File: src/rtl/fetch_unit_pkg.sv
// Shared definitions for the fetch stage: PC width, BTB counter encoding and saturation helpers.
// The fetch_unit optional statistics block is enabled with FETCH_BTB_STATS_EN.
package fetch_unit_pkg;

  localparam int unsigned PC_W = 32;

  typedef enum logic [1:0] {
    SNT = 2'd0,
    WNT = 2'd1,
    WT  = 2'd2,
    ST  = 2'd3
  } bctr_e;

  function automatic bctr_e ctr_inc(input bctr_e c);
    return (c == ST) ? ST : bctr_e'(c + 2'd1);
  endfunction

  function automatic bctr_e ctr_dec(input bctr_e c);
    return (c == SNT) ? SNT : bctr_e'(c - 2'd1);
  endfunction

  function automatic logic [31:0] sat_inc32(input logic [31:0] v);
    return (v == '1) ? v : v + 32'd1;
  endfunction

endpackage

File: src/rtl/fetch_btb.sv
// Direct-mapped branch target buffer with 2-bit saturating direction counters.
// Combinational lookup port plus one training write port applied at the clock edge.
module fetch_btb
  import fetch_unit_pkg::*;
#(
  parameter int unsigned ENTRIES = 16
) (
  input  logic            clk,
  input  logic            reset,
  input  logic [PC_W-1:0] lookup_pc,
  output logic            hit,
  output logic            taken,
  output logic [PC_W-1:0] target,
  input  logic            upd_valid,
  input  logic [PC_W-1:0] upd_pc,
  input  logic            upd_taken,
  input  logic [PC_W-1:0] upd_target
);

  localparam int unsigned IDX = $clog2(ENTRIES);
  localparam int unsigned TW  = PC_W - IDX;

  logic            valid_q [ENTRIES];
  logic [TW-1:0]   tag_q   [ENTRIES];
  logic [PC_W-1:0] tgt_q   [ENTRIES];
  bctr_e           ctr_q   [ENTRIES];

  logic [IDX-1:0] l_idx, u_idx;
  logic [TW-1:0]  l_tag, u_tag;
  logic           u_hit;

  assign l_idx = lookup_pc[IDX-1:0];
  assign l_tag = lookup_pc[PC_W-1:IDX];
  assign u_idx = upd_pc[IDX-1:0];
  assign u_tag = upd_pc[PC_W-1:IDX];

  always_comb begin
    hit    = valid_q[l_idx] && (tag_q[l_idx] == l_tag);
    taken  = (ctr_q[l_idx] == WT) || (ctr_q[l_idx] == ST);
    target = tgt_q[l_idx];
    u_hit  = valid_q[u_idx] && (tag_q[u_idx] == u_tag);
  end

  // Lookup is read from the registered arrays, so a same-cycle update to the
  // indexed entry is only visible from the next cycle on.
  always_ff @(posedge clk) begin
    if (reset) begin
      for (int unsigned i = 0; i < ENTRIES; i++) begin
        valid_q[i[IDX-1:0]] <= 1'b0;
        ctr_q[i[IDX-1:0]]   <= SNT;
      end
    end else if (upd_valid) begin
      if (u_hit) begin
        if (upd_taken) begin
          ctr_q[u_idx] <= ctr_inc(ctr_q[u_idx]);
          tgt_q[u_idx] <= upd_target;
        end else begin
          ctr_q[u_idx] <= ctr_dec(ctr_q[u_idx]);
        end
      end else if (upd_taken) begin
        valid_q[u_idx] <= 1'b1;
        tag_q[u_idx]   <= u_tag;
        tgt_q[u_idx]   <= upd_target;
        ctr_q[u_idx]   <= WT;
      end
    end
  end

endmodule

File: src/rtl/fetch_unit.sv
// Instruction-fetch stage: PC register, BTB-based next-PC prediction and F/D latch control.
// Define FETCH_BTB_STATS_EN to add the stat_lookups/stat_hits/stat_redirects counters.
module fetch_unit
  import fetch_unit_pkg::*;
#(
  parameter int unsigned     BTB_ENTRIES = 16,
  parameter logic [PC_W-1:0] RESET_PC    = 32'h0
) (
  input  logic            clk,
  input  logic            reset,
  input  logic            stall,
  input  logic            redirect_valid,
  input  logic [PC_W-1:0] redirect_pc,
  input  logic            update_valid,
  input  logic [PC_W-1:0] update_pc,
  input  logic            update_taken,
  input  logic [PC_W-1:0] update_target,
  output logic [PC_W-1:0] imem_addr,
  input  logic [PC_W-1:0] imem_data,
  output logic            fd_en,
  output logic            fd_clr,
  output logic [PC_W-1:0] tg_out,
  output logic [PC_W-1:0] pc_out,
  output logic [PC_W-1:0] pc_plus1_out,
  output logic [PC_W-1:0] ir_out
`ifdef FETCH_BTB_STATS_EN
  ,
  output logic [31:0]     stat_lookups,
  output logic [31:0]     stat_hits,
  output logic [31:0]     stat_redirects
`endif
);

  logic [PC_W-1:0] pc_q;
  logic [PC_W-1:0] pc_cur;
  logic [PC_W-1:0] pc_plus1;
  logic            btb_hit;
  logic            btb_taken;
  logic [PC_W-1:0] btb_target;
  logic            pred_taken;

  // Reset is synchronous, yet the outputs must show RESET_PC while it is held,
  // so the current PC is overridden combinationally rather than waiting an edge.
  always_comb begin
    pc_cur     = reset ? RESET_PC : pc_q;
    pc_plus1   = pc_cur + 32'd1;
    pred_taken = ~reset & btb_hit & btb_taken;
    tg_out     = pred_taken ? btb_target : pc_plus1;
  end

  fetch_btb #(
    .ENTRIES(BTB_ENTRIES)
  ) u_btb (
    .clk       (clk),
    .reset     (reset),
    .lookup_pc (pc_cur),
    .hit       (btb_hit),
    .taken     (btb_taken),
    .target    (btb_target),
    .upd_valid (update_valid),
    .upd_pc    (update_pc),
    .upd_taken (update_taken),
    .upd_target(update_target)
  );

  always_ff @(posedge clk) begin
    if (reset) begin
      pc_q <= RESET_PC;
    end else if (redirect_valid) begin
      pc_q <= redirect_pc;
    end else if (!stall) begin
      pc_q <= tg_out;
    end
  end

  assign imem_addr    = pc_cur;
  assign pc_out       = pc_cur;
  assign pc_plus1_out = pc_plus1;
  assign ir_out       = imem_data;
  assign fd_en        = ~stall | redirect_valid | reset;
  assign fd_clr       = redirect_valid | reset;

`ifdef FETCH_BTB_STATS_EN
  always_ff @(posedge clk) begin
    if (reset) begin
      stat_lookups   <= '0;
      stat_hits      <= '0;
      stat_redirects <= '0;
    end else begin
      if (!stall) begin
        stat_lookups <= sat_inc32(stat_lookups);
        if (pred_taken) begin
          stat_hits <= sat_inc32(stat_hits);
        end
      end
      if (redirect_valid) begin
        stat_redirects <= sat_inc32(stat_redirects);
      end
    end
  end
`endif

endmodule

File: config.mk
export PLATFORM = sky130hd
export DESIGN_NAME = fetch_unit
export DESIGN_NICKNAME = d
export VERILOG_FILES = /design/src/rtl/fetch_unit_pkg.sv /design/src/rtl/fetch_btb.sv /design/src/rtl/fetch_unit.sv
export SDC_FILE = /design/constraint.sdc
export NUM_CORES = 2
export LEC_CHECK = 0
export ABC_AREA = 1
export CORE_MARGIN = 8
export CORE_UTILIZATION = 65
export CTS_BUF_LIST = sky130_fd_sc_hd__clkbuf_8
export CTS_CLUSTER_DIAMETER = 80
export DETAILED_ROUTE_END_ITERATION = 8
export PLACE_DENSITY = 0.86
export SLEW_MARGIN = 20
export SYNTH_ARGS = -nofsm -noshare
export SYNTH_HDL_FRONTEND = slang
export SYNTH_SLANG_ARGS = --single-unit
File: constraint.sdc
create_clock -name clk -period 7.48 [get_ports clk]
set_input_delay 1.496 -clock clk [delete_from_list [all_inputs] [get_ports clk]]
set_output_delay 1.496 -clock clk [all_outputs]
set_load 0.02 [all_outputs]
### After elaboration in Yosys (flattened, before gate mapping)

Memories as Yosys holds them, arrays and structs flattened.
Index checks and enable logic that the tools add are counted.

| word-level totals | value |
|---|---|
| register bits after elaboration | 32 |
| RAM bits | 1008 |
| output and inout bits | 162 |
| logic and storage cells | 61 |
| memories | 4 |

Memories:

| memory | words | bits a word | rd ports | clocked after memory_dff | write ports | RTL line | RTL |
|---|---|---|---|---|---|---|---|
| u_btb.tgt_q | 16 | 32 | 1 | 0 | 1 | fetch_btb.sv:25 | `logic [PC_W-1:0] tgt_q [ENTRIES];` |
| u_btb.tag_q | 16 | 28 | 2 | 0 | 1 | fetch_btb.sv:24 | `logic [TW-1:0] tag_q [ENTRIES];` |
| u_btb.ctr_q | 16 | 2 | 2 | 0 | 16 | fetch_btb.sv:26 | `bctr_e ctr_q [ENTRIES];` |
| u_btb.valid_q | 16 | 1 | 2 | 0 | 16 | fetch_btb.sv:23 | `logic valid_q [ENTRIES];` |

| cells by class | value |
|---|---|
| add/sub/neg operators | 3 |
| equal/unequal tests | 6 |
| mux-type cells | 31 |
| bitwise operators | 10 |
| reductions and logical operators | 6 |

Operators by type and width:

| cell | number |
|---|---|
| $mux 32 | 5 |
| $eq 28x28->1 | 2 |
| $add 32x1->32 const B | 1 |
| $mux 1 | 19 |
| $mux 2 | 5 |
| $mux 4 | 2 |
| $eq 2x2->1 const B | 3 |
| $or 1x1->1 | 6 |
| $add 2x1->2 const B | 1 |
| $and 1x1->1 | 2 |
| $logic_and 1x1->1 | 2 |
| $logic_not 2->1 | 1 |
| $ne 2x1->1 const B | 1 |
| $not 1->1 | 2 |
| $reduce_or 2->1 | 1 |
| $sub 2x1->2 const B | 1 |
| $logic_or 1x1->1 | 1 |
| $reduce_or 1->1 | 1 |

### Depth between registers and ports, before layout

An unclocked memory read counts as a cell.

| depth | value |
|---|---|
| depth in word-level cells | 11 |
| gate-level depth with buffers | 24 |
| mapped depth without buffers | 22 |

### Hierarchy

From an unflattened synthesis, not the netlist that was laid out.

| second synthesis, totals | value |
|---|---|
| cells, all modules | 4977 |
| area, all modules | 48953.2 um^2 |

Modules (own cells, without submodules):

| module | instances | cells an instance | area an instance (um^2) | seq. area each (um^2) |
|---|---|---|---|---|
| fetch_btb | 1 | 4315 | 45164.6 | 30108.9 |
| fetch_unit | 1 | 662 | 3788.6 | 640.6 |

### Least setup slack after synthesis

OpenSTA, ideal clock, no wires.

| timing | value |
|---|---|
| path type | input-to-output |
| start point | input reset |
| end point | output tg_out[26] |
| data arrival time | 4979 ps |
| required time | 5984 ps |
| path slack | 1005 ps |
| stages on the path | 21 |
| cells stage by stage | buf_6 -> inv_4 -> nand2_2 -> inv_2 -> buf_2 -> buf_2 -> clkbuf_1 -> clkbuf_1 -> ha_1 -> inv_1 -> nor3_2 -> nand4_1 -> inv_1 -> nand2_1 -> nor3_2 -> nand3_1 -> nor2_1 -> xor2_1 -> inv_1 -> nand2_1 -> and2_1 |

| between the ends | value |
|---|---|
| elaborated cells between the ends (all ways) | 15 |
| classes of those cells | add/sub: 1; eq/ne: 3; mux: 2; bitwise: 3; reduce/logical: 2; memory: 4 |

RTL lines:

| item | RTL line | RTL |
|---|---|---|
| from (decl) | fetch_unit.sv:10 | `input logic reset,` |
| $mux 32 | fetch_unit.sv:45 | `pc_cur = reset ? RESET_PC : pc_q;` |
| named net imem_addr[1] | fetch_unit.sv:18 | `output logic [PC_W-1:0] imem_addr,` |
| $add 32x1->32 | fetch_unit.sv:46 | `pc_plus1 = pc_cur + 32'd1;` |
| named net pc_plus1_out[26] | fetch_unit.sv:24 | `output logic [PC_W-1:0] pc_plus1_out,` |
| $mux 32 | fetch_unit.sv:48 | `tg_out = pred_taken ? btb_target : pc_plus1;` |
| to (decl) | fetch_unit.sv:22 | `output logic [PC_W-1:0] tg_out,` |

The timed path passes the listed nets, and every way through them passes these cells.

### Worst setup path in the final report

| timing | value |
|---|---|
| start point | input reset |
| end point | output tg_out[3] |

| between the ends | value |
|---|---|
| cells in the longest elaborated chain, start to end | 7 |
| elaborated cells between the ends (all ways) | 15 |
| classes of those cells | add/sub: 1; eq/ne: 3; mux: 2; bitwise: 3; reduce/logical: 2; memory: 4 |

Ends and longest elaborated chain:

| item | RTL line | RTL |
|---|---|---|
| $mux 32 | fetch_unit.sv:45 |  |
| $mem_v2 16x28 | - |  |
| $eq 28x28->1 | fetch_btb.sv:38 | `hit = valid_q[l_idx] && (tag_q[l_idx] == l_tag);` |
| $logic_and 1x1->1 | fetch_btb.sv:38 |  |
| $and 1x1->1 (2 in a row) | fetch_unit.sv:47 | `pred_taken = ~reset & btb_hit & btb_taken;` |
| $mux 32 * | fetch_unit.sv:48 |  |

Every way passes the cells marked *; elsewhere a longest branch is shown, timed or not.

==> summary.md <==
| Metric | Value |
|---|---|
| GR Util All Layers | `0.3692` |
| Clock Latency Late Sink | `840 ps` |
| Post-DRT Antenna Nets | `0` |
| Routed vias | `42,610` |
| Top Ports | `296` |
| Fin crit period | `7313 ps` |
| Grt ovf | `0` |
| Top FF cell, synth | `edfxtp_1` |
| Cell count after synthesis | `5,315` |
| Final hold vios | `0` |
| Die width | `293.2 um` |
| VDD IR max | `0.0001990 V` |
| Int Pwr | `8.935 mW` |
| Post-route insts no fill | `6,612` |
| Avg WL per Cell | `24.80 um` |
| Max Cap Viol | `0` |
| Post-Place Cell Area | `53,180 sq um` |
| H-tree depth | `4` |
| Number of global-route vias before repair | `40,850` |
| Final Skew | `40.89 ps` |
| PD cells | `214.8 nW/um^2` |
| DRC violations left | `0` |
| Hold Slack | `494.4 ps` |
| Fin worst setup slack | `167.5 ps` |
| Ys async rst share | `0` |
| Reg2Reg Depth | `17` |
| Mapped Avg Cell Area | `9.397 sq um` |
| Dpl cells | `6,317` |
| Hold Crit Start | `u_btb.valid_q[11]` |
| Synth Warn # | `0` |
| Headroom to the max-slew limit | `0.1453` |
| Via density | `6.445` |
| Fin crit share | `0.9776` |
| Synthesized area | `49,940 sq um` |
| Clock Tree Buf Depth | `3` |
| Drt total wl | `163.9 mm` |
| Crit Reg-Reg Endpoint | `pc_q[0]` |
| Area contributors post-synth | `edfxtp_1 60%, nand2_1 12%, nor2_1 5.3%, nand3_1 4.1%, o21ai_0 3.6%` |
| Hold-fix buffers, CTS | `0` |
| Most common cell after layout, fill and taps aside | `nand2_1` |
| Synthesis-to-finish area growth | `12.51%` |
| Critical path class | `primary input to output pin` |
| Crit. Startpoint | `reset` |
| Initial core utilization | `0.6576` |
| Largest net degree at the start of global routing | `174` |
| Final Core Density | `0.7398` |
| Yosys reg bits | `1,040` |
| Post-synth top area cell | `edfxtp_1` |
| Postcts setup bufs | `0` |
| DRT Pass-1 Iters | `7` |
| Pre-CTS WS | `559.1 ps` |
| Tot Pwr | `12.07 mW` |
| Worst Path Required | `5980 ps` |
| Nets | `5,588` |
| Most frequent cells in the layout | `1,557 x nand2_1, 992 x edfxtp_1, 672 x nor2_1` |
| Switching pwr | `3.135 mW` |
| Layout cells sized above 1 | `0.07093` |
| CTS Buf Count | `162` |
| Worst-Margin Slew | `1277 ps` |
| Startpoint Class | `primary input` |
| Sequential share of power | `0.535` |
| HP Class | `flip-flop to flip-flop` |
| Sequential share of the synthesized area | `0.6157` |
| CTS resizes | `0` |
| Max Fclk | `0.1368 GHz` |
| First-pass GRT wire length | `240.7 mm` |
| Outcome | `complete, no violations` |
| Reg-to-Reg Start | `pc_q[0]` |
| EDFF count, synth | `992` |
| R2R Setup Slk | `2870 ps` |
| Lkg Pwr | `21.49 nW` |
| CP Capture Type | `output pin` |
| Largest fanout on the critical path | `54` |
| Crit path DAT | `5820 ps` |
| DR iter-0 viols | `7,679` |
| Routability Congestion | `0.9807` |
| Final setup violating endpoints | `0` |
| Sw frac | `0.2597` |
| Max Slew Vio Count | `0` |
| Die Y | `293.2 um` |
| Core area | `75,950 sq um` |
| Worst Setup EP | `tg_out[3]` |
| Logic pwr share | `0.098` |
| Clk slew on worst S/H paths | `60 ps` |
| Clock network power share | `0.368` |
| Buffers on Ports | `231` |
| RSZ-0062 raised after global routing | `false` |
| CTS tree | `yes` |
| Post-DP HPWL | `98.38 mm` |
| Initial antenna violation count | `16` |
| Yosys top cell area share | `0.5964` |
| Cell area after layout | `56,190 sq um` |
| Die area | `85,960 sq um` |
| Setup tns final | `0 ps` |
| Synth cell types | `40` |
| Root Buffer | `clkbuf_8` |
| Clk sinks | `1,040` |
| # rows | `101` |
| Syn Nets | `5,450` |
-- metal layers --
metal,vias up,wire (um),share of wire,GRT usage
met3,911,28390,0.17,0.1488
li1,18320,-,-,-
met1,19320,52150,0.32,0.4428
met5,-,72,0.00044,0
met2,4051,71360,0.44,0.5497
met4,10,11970,0.073,0.2455
-- flip-flops by register name, summed over array words and instances, names as in the netlist --
signal and cells:
u_btb.tgt_q 512, u_btb.ctr_q 32, pc_q 32, u_btb.tag_q 448, u_btb.valid_q 16
-- worst min path at each step --
stage / end / slack, ps / cells after the start
6_report: u_btb.valid_q[11] / 490 / 2
5_1_grt: u_btb.valid_q[11] / 510 / 2
4_1_cts: u_btb.valid_q[11] / 490 / 2
3_5_place_dp: u_btb.valid_q[11] / 480 / 2
3_3_place_gp: u_btb.valid_q[11] / 470 / 2
2_1_floorplan: u_btb.valid_q[14] / 460 / 2
-- critical path, cell delays in order --
cell and delay [ps]:
buf_4 250, inv_4 110, nand2_4 210, buf_12 320, a21oi_1 70, or2_0 210
nand3_1 90, nand2_1 60, a21oi_1 500, nand2_1 110, nor2_1 400, nand2_1 190
nor2_4 130, nand2_1 320, buf_12 320, nand2_1 110, nand2_1 170, inv_1 110
clkdlybuf4s50_1 610
-- synthesized netlist by cell type, types with 28 or more instances --
cell / number
a21oi_1: 102
inv_1: 341
clkbuf_1: 160
nand2_1: 1559
nand3_1: 410
o211ai_1: 60
buf_4: 87
o32ai_1: 36
a31oi_1: 28
o21ai_0: 359
nor2_1: 705
o311ai_0: 92
edfxtp_1: 992
buf_2: 110
dfxtp_1: 48
and2_1: 29
-- final cells by class --
type	instances	area (sq um)
Inverter	350	1329
Antenna cell	13	32.53
Clock buffer	168	2312
Multi-Input combinational cell	3539	16240
Sequential cell	1040	30750
Clock inverter	112	610.6
Tap cell	1030	1289
Timing Repair Buffer	360	3620
Fill cell	4882	19760
-- power groups by stage --
| stage | Clock (mW) | Combinational [mW] | Sequential, mW |
|---|---|---|---|
| after global routing | 4.65 | 1.25 | 6.45 |
| after CTS | 4.41 | 1.13 | 6.45 |
| after floorplan | 0 | 0.677 | 6.56 |
| after detailed placement | 0 | 1.12 | 6.57 |
| after global placement | 0 | 1.09 | 6.57 |
| final | 4.44 | 1.18 | 6.45 |
-- kinds of logic after synthesis --
group / count (synthesis) / share of synthesized area
adders and majority gates: 1 / 0.0002505
AOI/OAI and AO/OA: 743 / 0.08994
buffers and inverters: 736 / 0.06531
and+or+nand+nor: 2770 / 0.2244
DFF: 1040 / 0.6157
xor gates and xnor gates: 25 / 0.004384
(Power assumes the default switching activity.)
